## src/rtl/instr_encoder_if.sv

```systemverilog
`default_nettype none
// ============================================================================
// Module   : instr_encoder_if
// Brief    : Field-bundle input stream and encoded-word output stream of the
//            instruction encoder.
// Revision : 1.0  initial release
// ============================================================================
interface instr_encoder_if #(
    parameter int OPW  = 5,
    parameter int REGW = 3,
    parameter int AW   = 8
);
    logic            in_valid;
    logic            in_ready;
    logic            in_mode;
    logic [OPW-1:0]  in_opcode;
    logic [REGW-1:0] in_reg1;
    logic [REGW-1:0] in_reg2;
    logic [7:0]      in_imm;

    logic            out_valid;
    logic            out_ready;
    logic [8:0]      out_code;
    logic            out_mode;
    logic [AW-1:0]   out_addr;

    modport master (
        output in_valid, in_mode, in_opcode, in_reg1, in_reg2, in_imm, out_ready,
        input  in_ready, out_valid, out_code, out_mode, out_addr
    );

    modport slave (
        input  in_valid, in_mode, in_opcode, in_reg1, in_reg2, in_imm, out_ready,
        output in_ready, out_valid, out_code, out_mode, out_addr
    );
endinterface
`default_nettype wire

```

## src/rtl/instr_encoder.sv

```systemverilog
`default_nettype none
// ============================================================================
// Module   : instr_encoder
// Brief    : Packs decoded fields into 9-bit machine words with sequential
//            program addresses; rejects and counts unencodable bundles.
// Revision : 1.0  initial release
// ============================================================================
module instr_encoder #(
    parameter int OPW  = 5,
    parameter int REGW = 3,
    parameter int AW   = 8
) (
    input  wire logic           Clk,
    input  wire logic           Reset_n,
    input  wire logic           start,
    input  wire logic           finish,
    instr_encoder_if.slave      bus,
    output logic                err_pulse,
    output logic [1:0]          err_code,
    output logic [7:0]          err_count,
    output logic [AW:0]         word_count,
    output logic                busy,
    output logic                done
);

    typedef enum logic [1:0] {
        S_IDLE  = 2'd0,
        S_RUN   = 2'd1,
        S_DRAIN = 2'd2,
        S_DONE  = 2'd3
    } state_t;

    localparam logic [1:0]    c_err_none = 2'd0;
    localparam logic [1:0]    c_err_reg  = 2'd1;
    localparam logic [1:0]    c_err_op   = 2'd2;
    localparam logic [1:0]    c_err_imm  = 2'd3;
    localparam logic [AW-1:0] c_addr_one = {{(AW-1){1'b0}}, 1'b1};
    localparam logic [AW:0]   c_wc_one   = {{AW{1'b0}}, 1'b1};

    state_t        state_q,     state_d;
    logic          out_valid_q, out_valid_d;
    logic [8:0]    out_code_q,  out_code_d;
    logic          out_mode_q,  out_mode_d;
    logic [AW-1:0] out_addr_q,  out_addr_d;
    logic          err_pulse_q, err_pulse_d;
    logic [1:0]    err_code_q,  err_code_d;
    logic [7:0]    err_count_q, err_count_d;
    logic [AW:0]   word_cnt_q,  word_cnt_d;
    logic          busy_q,      busy_d;
    logic          done_q,      done_d;

    logic          w_in_ready;
    logic          w_in_fire;
    logic          w_out_fire;
    logic [8:0]    w_enc_code;
    logic [1:0]    w_enc_err;
    logic [2:0]    w_imm_idx;
    logic          w_imm_ok;

    // Only the eight powers-of-two-ish immediates have a 3-bit index.
    always_comb begin
        w_imm_idx = 3'd0;
        w_imm_ok  = 1'b1;
        case (bus.in_imm)
            8'd0:    w_imm_idx = 3'd0;
            8'd1:    w_imm_idx = 3'd1;
            8'd4:    w_imm_idx = 3'd2;
            8'd8:    w_imm_idx = 3'd3;
            8'd16:   w_imm_idx = 3'd4;
            8'd32:   w_imm_idx = 3'd5;
            8'd64:   w_imm_idx = 3'd6;
            8'd127:  w_imm_idx = 3'd7;
            default: w_imm_ok  = 1'b0;
        endcase
    end

    always_comb begin
        w_enc_code = 9'd0;
        w_enc_err  = c_err_none;
        if (!bus.in_mode) begin
            w_enc_code = {bus.in_opcode[4:0], bus.in_reg1[1:0], bus.in_reg2[1:0]};
            if (bus.in_reg1[2] || bus.in_reg2[2]) begin
                w_enc_err = c_err_reg;
            end
        end else begin
            w_enc_code = {bus.in_opcode[2:0], bus.in_reg1[2:0], w_imm_idx};
            if (bus.in_opcode[4:3] != 2'b00) begin
                w_enc_err = c_err_op;
            end else if (!w_imm_ok) begin
                w_enc_err = c_err_imm;
            end
        end
    end

    assign w_in_ready = (state_q == S_RUN) && (!out_valid_q || bus.out_ready)
                        && !word_cnt_q[AW];
    assign w_in_fire  = bus.in_valid && w_in_ready;
    assign w_out_fire = out_valid_q && bus.out_ready;

    always_comb begin
        state_d     = state_q;
        out_valid_d = out_valid_q;
        out_code_d  = out_code_q;
        out_mode_d  = out_mode_q;
        out_addr_d  = out_addr_q;
        err_pulse_d = 1'b0;
        err_code_d  = err_code_q;
        err_count_d = err_count_q;
        word_cnt_d  = word_cnt_q;

        if (w_out_fire) begin
            out_valid_d = 1'b0;
            out_addr_d  = out_addr_q + c_addr_one;
        end

        case (state_q)
            S_IDLE:  state_d = S_IDLE;
            S_RUN:   if (finish) state_d = S_DRAIN;
            S_DRAIN: if (!out_valid_q || bus.out_ready) state_d = S_DONE;
            S_DONE:  state_d = S_DONE;
            default: state_d = S_IDLE;
        endcase

        // A restart wipes the program; a bundle accepted on the same edge
        // becomes the first word of the new program.
        if (start) begin
            state_d     = S_RUN;
            out_valid_d = 1'b0;
            out_addr_d  = '0;
            word_cnt_d  = '0;
            err_code_d  = c_err_none;
            err_count_d = 8'd0;
        end

        if (w_in_fire) begin
            if (w_enc_err == c_err_none) begin
                out_valid_d = 1'b1;
                out_code_d  = w_enc_code;
                out_mode_d  = bus.in_mode;
                word_cnt_d  = word_cnt_d + c_wc_one;
            end else begin
                err_pulse_d = 1'b1;
                err_code_d  = w_enc_err;
                if (err_count_d != 8'hFF) begin
                    err_count_d = err_count_d + 8'd1;
                end
            end
        end

        busy_d = (state_d == S_RUN) || (state_d == S_DRAIN);
        done_d = (state_d == S_DONE);
    end

    always_ff @(posedge Clk) begin
        if (!Reset_n) begin
            state_q     <= S_IDLE;
            out_valid_q <= 1'b0;
            out_code_q  <= 9'd0;
            out_mode_q  <= 1'b0;
            out_addr_q  <= '0;
            err_pulse_q <= 1'b0;
            err_code_q  <= 2'd0;
            err_count_q <= 8'd0;
            word_cnt_q  <= '0;
            busy_q      <= 1'b0;
            done_q      <= 1'b0;
        end else begin
            state_q     <= state_d;
            out_valid_q <= out_valid_d;
            out_code_q  <= out_code_d;
            out_mode_q  <= out_mode_d;
            out_addr_q  <= out_addr_d;
            err_pulse_q <= err_pulse_d;
            err_code_q  <= err_code_d;
            err_count_q <= err_count_d;
            word_cnt_q  <= word_cnt_d;
            busy_q      <= busy_d;
            done_q      <= done_d;
        end
    end

    assign bus.in_ready  = w_in_ready;
    assign bus.out_valid = out_valid_q;
    assign bus.out_code  = out_code_q;
    assign bus.out_mode  = out_mode_q;
    assign bus.out_addr  = out_addr_q;
    assign err_pulse     = err_pulse_q;
    assign err_code      = err_code_q;
    assign err_count     = err_count_q;
    assign word_count    = word_cnt_q;
    assign busy          = busy_q;
    assign done          = done_q;

endmodule
`default_nettype wire

```

## src/flat_wrapper.sv

```systemverilog
// flat-port wrapper written by rule: the top's interface ports become plain ports
module instr_encoder_flat 
#(
    parameter int OPW  = 5,
    parameter int REGW = 3,
    parameter int AW   = 8
)
  (Clk, Reset_n, start, finish, err_pulse, err_code, err_count, word_count, busy, done, bus_in_valid, bus_in_mode, bus_in_opcode, bus_in_reg1, bus_in_reg2, bus_in_imm, bus_out_ready, bus_in_ready, bus_out_valid, bus_out_code, bus_out_mode, bus_out_addr);
  instr_encoder_if #(.OPW(OPW), .REGW(REGW), .AW(AW)) bus_i ();
  input  wire logic Clk;
  input  wire logic Reset_n;
  input  wire logic start;
  input  wire logic finish;
  output logic err_pulse;
  output logic [1:0] err_code;
  output logic [7:0] err_count;
  output logic [AW:0] word_count;
  output logic busy;
  output logic done;
  input wire logic [$bits(bus_i.in_valid)-1:0] bus_in_valid;
  input wire logic [$bits(bus_i.in_mode)-1:0] bus_in_mode;
  input wire logic [$bits(bus_i.in_opcode)-1:0] bus_in_opcode;
  input wire logic [$bits(bus_i.in_reg1)-1:0] bus_in_reg1;
  input wire logic [$bits(bus_i.in_reg2)-1:0] bus_in_reg2;
  input wire logic [$bits(bus_i.in_imm)-1:0] bus_in_imm;
  input wire logic [$bits(bus_i.out_ready)-1:0] bus_out_ready;
  output wire logic [$bits(bus_i.in_ready)-1:0] bus_in_ready;
  output wire logic [$bits(bus_i.out_valid)-1:0] bus_out_valid;
  output wire logic [$bits(bus_i.out_code)-1:0] bus_out_code;
  output wire logic [$bits(bus_i.out_mode)-1:0] bus_out_mode;
  output wire logic [$bits(bus_i.out_addr)-1:0] bus_out_addr;
  assign bus_i.in_valid = bus_in_valid;
  assign bus_i.in_mode = bus_in_mode;
  assign bus_i.in_opcode = bus_in_opcode;
  assign bus_i.in_reg1 = bus_in_reg1;
  assign bus_i.in_reg2 = bus_in_reg2;
  assign bus_i.in_imm = bus_in_imm;
  assign bus_i.out_ready = bus_out_ready;
  assign bus_in_ready = bus_i.in_ready;
  assign bus_out_valid = bus_i.out_valid;
  assign bus_out_code = bus_i.out_code;
  assign bus_out_mode = bus_i.out_mode;
  assign bus_out_addr = bus_i.out_addr;
  instr_encoder #(.OPW(OPW), .REGW(REGW), .AW(AW)) u_core (.Clk(Clk), .Reset_n(Reset_n), .start(start), .finish(finish), .bus(bus_i), .err_pulse(err_pulse), .err_code(err_code), .err_count(err_count), .word_count(word_count), .busy(busy), .done(done));
endmodule
```

## config.mk

```make
export PLATFORM = sky130hd
export DESIGN_NAME = instr_encoder_flat
export DESIGN_NICKNAME = d
export VERILOG_FILES = /design/src/rtl/instr_encoder_if.sv /design/src/rtl/instr_encoder.sv /design/src/flat_wrapper.sv
export SDC_FILE = /design/constraint.sdc
export NUM_CORES = 1
export LEC_CHECK = 0
export ABC_AREA = 1
export CORE_MARGIN = 4
export CORE_UTILIZATION = 50
export DETAILED_ROUTE_END_ITERATION = 6
export DONT_BUFFER_PORTS = 1
export GPL_ROUTABILITY_DRIVEN = 0
export PLACE_DENSITY = 0.74
export SLEW_MARGIN = 20
export SYNTH_ARGS = -nofsm -noshare
export SYNTH_HDL_FRONTEND = slang
export SYNTH_SLANG_ARGS = --single-unit
```

## constraint.sdc

```tcl
create_clock -name Clk -period 1.65 [get_ports Clk]
set_input_delay 0.33 -clock Clk [delete_from_list [all_inputs] [get_ports Clk]]
set_output_delay 0.33 -clock Clk [all_outputs]
set_load 0.02 [all_outputs]
```

# Word level (Yosys, flattened, before mapping)

Cells that the tools add are included.

Flip-flop bits (word level): 43
Bits of input ports: 26
Output and inout bits: 42
Logic and storage cells: 72

Add/subtract/negate cells: 3
Equal/unequal tests: 14
Mux-type cells: 26
Bitwise gates (word level): 1
Reduce and logical (&&, ||, !) cells: 17

Operators with widths:

| kind                | number |
|---|---|
| $mux 9              | 4 |
| $mux 8              | 4 |
| $pmux 3 s7          | 1 |
| $mux 2              | 9 |
| $add 8x1->8 const B | 2 |
| $eq 8x7->1 const B  | 2 |
| $add 9x1->9 const B | 1 |
| $eq 2x2->1 const B  | 4 |
| $eq 8x1->1 const B  | 1 |
| $eq 8x3->1 const B  | 1 |
| $eq 8x4->1 const B  | 1 |
| $eq 8x5->1 const B  | 1 |
| $eq 8x6->1 const B  | 1 |
| $logic_not 8->1     | 1 |
| $ne 8x8->1 const B  | 1 |
| $pmux 2 s4          | 1 |
| $reduce_or 8->1     | 1 |
| $mux 1              | 7 |
| $eq 2x1->1 const B  | 2 |
| $logic_and 1x1->1   | 4 |
| $logic_not 2->1     | 2 |
| $reduce_and 2->1    | 2 |
| $logic_or 1x1->1    | 3 |
| $logic_not 1->1     | 2 |
| 3 further kinds     | 3 |

# Depth between registers and ports, before layout

Word-level depth: 9
Gate-level depth with buffers: 14

# Worst setup path after synthesis

No wires, ideal clock.

Path kind: register -> register
Start: register u_core.out_valid_q (netlist: u_core.bus.out_valid)
End: register u_core.word_cnt_q[6] (netlist: u_core.word_count[6])
Library setup time: 0.114 ns
Arrival: 1.724 ns
Slack: -0.188 ns
Cell stages (with the launch flop): 10
Buffers on the path: 1
Path through: dfxtp_1 inv_1 nor2_1 nor3_1 nand2_1 inv_2 buf_2 nand4_1 o21bai_1 nor2_1

Longest elaborated chain between the ends: 6

Ends and longest elaborated chain:

| element                | RTL line             | text |
|---|---|---|
| from (decl)            | instr_encoder.sv:41  | `logic out_valid_q, out_valid_d;` |
| from (signal assigned) | instr_encoder.sv:169 | `out_valid_q <= out_valid_d;` |
| $logic_not 1->1        | instr_encoder.sv:95  | `assign w_in_ready = (state_q == S_RUN) && (!out_valid_q \|\| bus.out_ready)` |
| $logic_or 1x1->1       | instr_encoder.sv:95  |  |
| $logic_and 1x1->1      | instr_encoder.sv:95  |  |
| $logic_and 1x1->1      | instr_encoder.sv:96  | `&& !word_cnt_q[AW];` |
| via bus_in_ready       | flat_wrapper.sv:27   | `output wire logic [$bits(bus_i.in_ready)-1:0] bus_in_ready;` |
| $logic_and 1x1->1      | instr_encoder.sv:97  | `assign w_in_fire = bus.in_valid && w_in_ready;` |
| $mux 9                 | instr_encoder.sv:135 | `if (w_in_fire) begin` |
| to (signal assigned)   | instr_encoder.sv:176 | `word_cnt_q <= word_cnt_d;` |
| to (decl)              | instr_encoder.sv:48  | `logic [AW:0] word_cnt_q, word_cnt_d;` |

The timed path passes the listed nets, and every way through them passes these cells.
A chain may end at the register's enable or synchronous reset.

# Final worst setup path

Start: register u_core.err_count_q[0] (netlist: u_core.err_count[0])
End: register u_core.err_count_q[0] (netlist: u_core.err_count[0])

Longest elaborated chain between the ends: 5
Elaborated cells between the ends (all ways): 6
Classes of those cells: 1 x add/sub; 1 x eq/ne; 4 x mux

Ends and longest elaborated chain:

| element                                   | RTL line                                   | text |
|---|---|---|
| from (decl)                               | instr_encoder.sv:47                        | `logic [7:0] err_count_q, err_count_d;` |
| from (signal assigned)                    | instr_encoder.sv:175                       | `err_count_q <= err_count_d;` |
| $mux 8 (*)                                | instr_encoder.sv:126                       | `if (start) begin` |
| $add 8x1->8 or $ne 8x8->1 (tied branches) | instr_encoder.sv:145, instr_encoder.sv:144 |  |
| $mux 8                                    | instr_encoder.sv:144                       | `if (err_count_d != 8'hFF) begin` |
| $mux 8                                    | instr_encoder.sv:136                       | `if (w_enc_err == c_err_none) begin` |
| $mux 8 (*)                                | instr_encoder.sv:135                       |  |

Mark *: on every way between the ends. The rest lies on a longest branch, timed or not.

==> qor.csv <==
stage,metric,value,unit
status,outcome,finished clean,
drt,average wire per standard cell,12.2,um
global_route,first-pass GRT wire length,9490,um
placement,Port Buffers,0,
drt,Vias/cell,5.14,
clocking,Clock Sinks,43,
die,Die Wd,77.2,um
synthesis,Mapped Area,2400,um^2
timing,Finish-stage setup viols,0,
cells_and_area,share of post-route cells with drive strength above 1,23.8,%
setup_path,critical path peak fanout,6,
die,FP Rows,24,
die,Ports,68,
cells_and_area,"commonest non-fill, non-tap cell in the layout",nand2_1,
synthesis,Avg Inst Size Synth,6.57,um^2
timing,fin crit share,97.3,%
placement,placed cell count,443,
clocking,clk slew on worst S/H paths,0.08,ns
drt,post-route antenna net violation count,0,
timing,Final Max Tran Viols,0,
timing,top achievable clock speed,623,MHz
die,die area,5970,um^2
cells_and_area,final net count,432,
clocking,CTS Root Buffer Type,clkbuf_8,
cells_and_area,final std cells w/o fill,455,
pwr,leakage power,1.30,nW
run,number of max-cap violations,0,
timing,final hold vios,0,
setup_path,worst path required time,1.84,ns
synthesis,synthesized instance count,365,
drt,final WL,5550,um
die,Initial Util,53.2,%
timing,unrepaired setup endpoints after global routing,yes,
setup_path,Setup crit start kind,register,
timing,Worst slew margin,76.3,%
clocking,clock buffer depth,2,
cells_and_area,final instance area,2870,um^2
synthesis,Yosys cell types,36,
drt,starting DRC count in detailed routing,118,
die,core area,4500,um^2
pwr,VDD IR-drop max,0.467,mV
placement,placed cell area,2700,um^2
global_route,largest net degree at the start of global routing,22,
global_route,initial antenna violation count,0,
pwr,power density over the cells,680,nW/um^2
clocking,Num CTS Buffers,5,
placement,DP Wirelength,4280,um
drt,iteration count of the initial detailed-routing pass,4,
setup_path,Worst setup EP type,register,
synthesis,"Seq/Total Area, Yosys",35.9,%
timing,Worst Tran Pin Value,0.352,ns
global_route,grt ovf,0,
drt,Remaining DRCs,0,
cells_and_area,most frequent cells in the layout,"nand2_1, nor2_1, inv_1, dfxtp_1, buf_4",
clocking,CTS tree,built,
global_route,number of global-route vias before repair,2230,
cells_and_area,Synth-to-Final Area Change,19.7,%
synthesis,"Net Count, Synth",395,
min_path,Hold Crit Class,input port to register,
cells_and_area,# diodes,0,
synthesis,Yosys reg bits,43,
global_route,total global-route track usage,19.1,%
clocking,H-tree levels,2,
synthesis,Synth warnings,0,
timing,clock skew,0.00814,ns
timing,min Tclk post-route,1.61,ns
drt,vias post-DR,2337,
clocking,worst skew pair latency,0.29,ns
setup_path,WP data arrival,1.80,ns
clocking,Post-CTS Hold Fix Bufs,0,
setup_path,critical setup path kind,register to register,
die,Die Ht,77.2,um
[Yosys cell counts]
cell type / count / area (um^2)
clkbuf_1: 5 / 18.8
buf_8: 1 / 15.0
nand3_4: 1 / 17.5
nor3_2: 1 / 10.0
nor4_1: 1 / 6.26
clkinv_1: 1 / 3.75
nand2_2: 9 / 56.3
nand2_4: 3 / 33.8
nor3b_1: 1 / 7.51
nand2_8: 1 / 20.0
inv_4: 1 / 6.26
nor2_2: 3 / 18.8
xnor2_1: 1 / 8.76
o21ai_1: 1 / 5.00
o21ai_4: 1 / 16.3
inv_2: 2 / 7.51
nor3_1: 8 / 40.0
nor2_1: 61 / 229
buf_2: 1 / 5.00
nand3_2: 1 / 10.0
o31ai_1: 1 / 7.51
o22ai_1: 1 / 6.26
o21ai_0: 15 / 75.1
dfxtp_1: 43 / 861
o21bai_1: 1 / 7.51
a21oi_2: 7 / 61.3
buf_4: 2 / 15.0
inv_1: 49 / 184
nand4_1: 9 / 56.3
ha_1: 4 / 50.1
nand3_1: 10 / 50.1
a21oi_1: 16 / 80.1
o211ai_1: 1 / 7.51
xor2_1: 2 / 17.5
nor2_4: 1 / 11.3
nand2_1: 99 / 372
[sequential cells by signal (all words and copies together), names as in the netlist, 2 cells and up]
name,cells
u_core.bus.out_code,9
u_core.word_count,9
u_core.bus.out_addr,8
u_core.err_count,8
u_core.err_code,2
u_core.state_q,2
[path summary, 6_finish.rpt]
| kind | to | from | slack, ns | depth (start not counted) |
|---|---|---|---|---|
| min reg2reg | u_core.state_q[1]$_SDFF_PN0_ | u_core.state_q[1]$_SDFF_PN0_ | 0.50 | 2 |
| max | u_core.err_count[0]$_SDFF_PN0_ | u_core.err_count[0]$_SDFF_PN0_ | 0.04 | 12 |
| min | u_core.done$_SDFF_PN0_ | Reset_n | 0.13 | 2 |
| max reg2reg | u_core.err_count[0]$_SDFF_PN0_ | u_core.err_count[0]$_SDFF_PN0_ | 0.04 | 12 |
[timing repair]
action	in CTS	in global routing
buffers inserted	0	4
hold endpoints to repair	0	0
resized for setup	0	19
cloned	0	0
endpoints found under the setup margin	7	14
pin swaps	2	11
[cell families after synthesis]
kind of cell,after synthesis,share of synthesized area (%)
adders and majority gates,4,2.09
DFF,43,35.9
buffers and inverters,62,10.6
and+or+nand+nor,209,39.1
xor gates and xnor gates,3,1.10
AOI/OAI and AO/OA,44,11.1
[cell type report]
cell class	instances	area, um^2
clock inverters	2	12.5
multi-input cells	260	1350
fillers	400	1630
well taps	52	65.1
repair buffers	39	293
clock buffers	6	72.6
flip-flops and latches	43	868
inverters	53	209
[through the flow]
| step | hold WS [ns] | TNS, ns | worst slack, ns | util, % | power [mW] |
|---|---|---|---|---|---|
| 2_1_floorplan | 0.457 | -0.00604 | -0.00302 | - | 1.26 |
| 3_3_place_gp | 0.430 | 0 | 0.0370 | 60.0 | 1.30 |
| 3_5_place_dp | 0.432 | -0.151 | -0.0488 | 60.0 | 1.30 |
| 4_1_cts | 0.120 | 0 | 0.000437 | 61.9 | 1.95 |
| 5_1_grt | 0.116 | -0.263 | -0.0569 | 63.7 | 2.05 |
| 6_report | 0.134 | 0 | 0.0444 | 63.7 | 1.95 |
[per-layer routing]
metal	share of wire, %	up-vias	GRT usage (%)
met3	9.1	9	7.14
met4	1.5	0	5.34
li1	-	1212	-
met1	42	1041	21.5
met5	0	-	0
met2	48	75	33.4
[where the power goes]
part / internal (mW) / switching, mW / leakage [nW]
Combinational: 0.0810 / 0.131 / 0.913
Clock: 0.296 / 0.366 / 0.0412
Sequential: 1.05 / 0.0236 / 0.349
[worst max-delay path, cell delays in order (launching register included)]
cell and delay (ns):
dfxtp_4 0.36, inv_4 0.04, nor2_4 0.08, ha_2 0.17, inv_2 0.04, nor3_4 0.20, nand2_2 0.10, nor3_4 0.21
inv_2 0.06, nand3_4 0.10, nand2_2 0.07, nand2_2 0.05, nor2_1 0.03
Note: power is estimated with default switching activity, not from simulation.
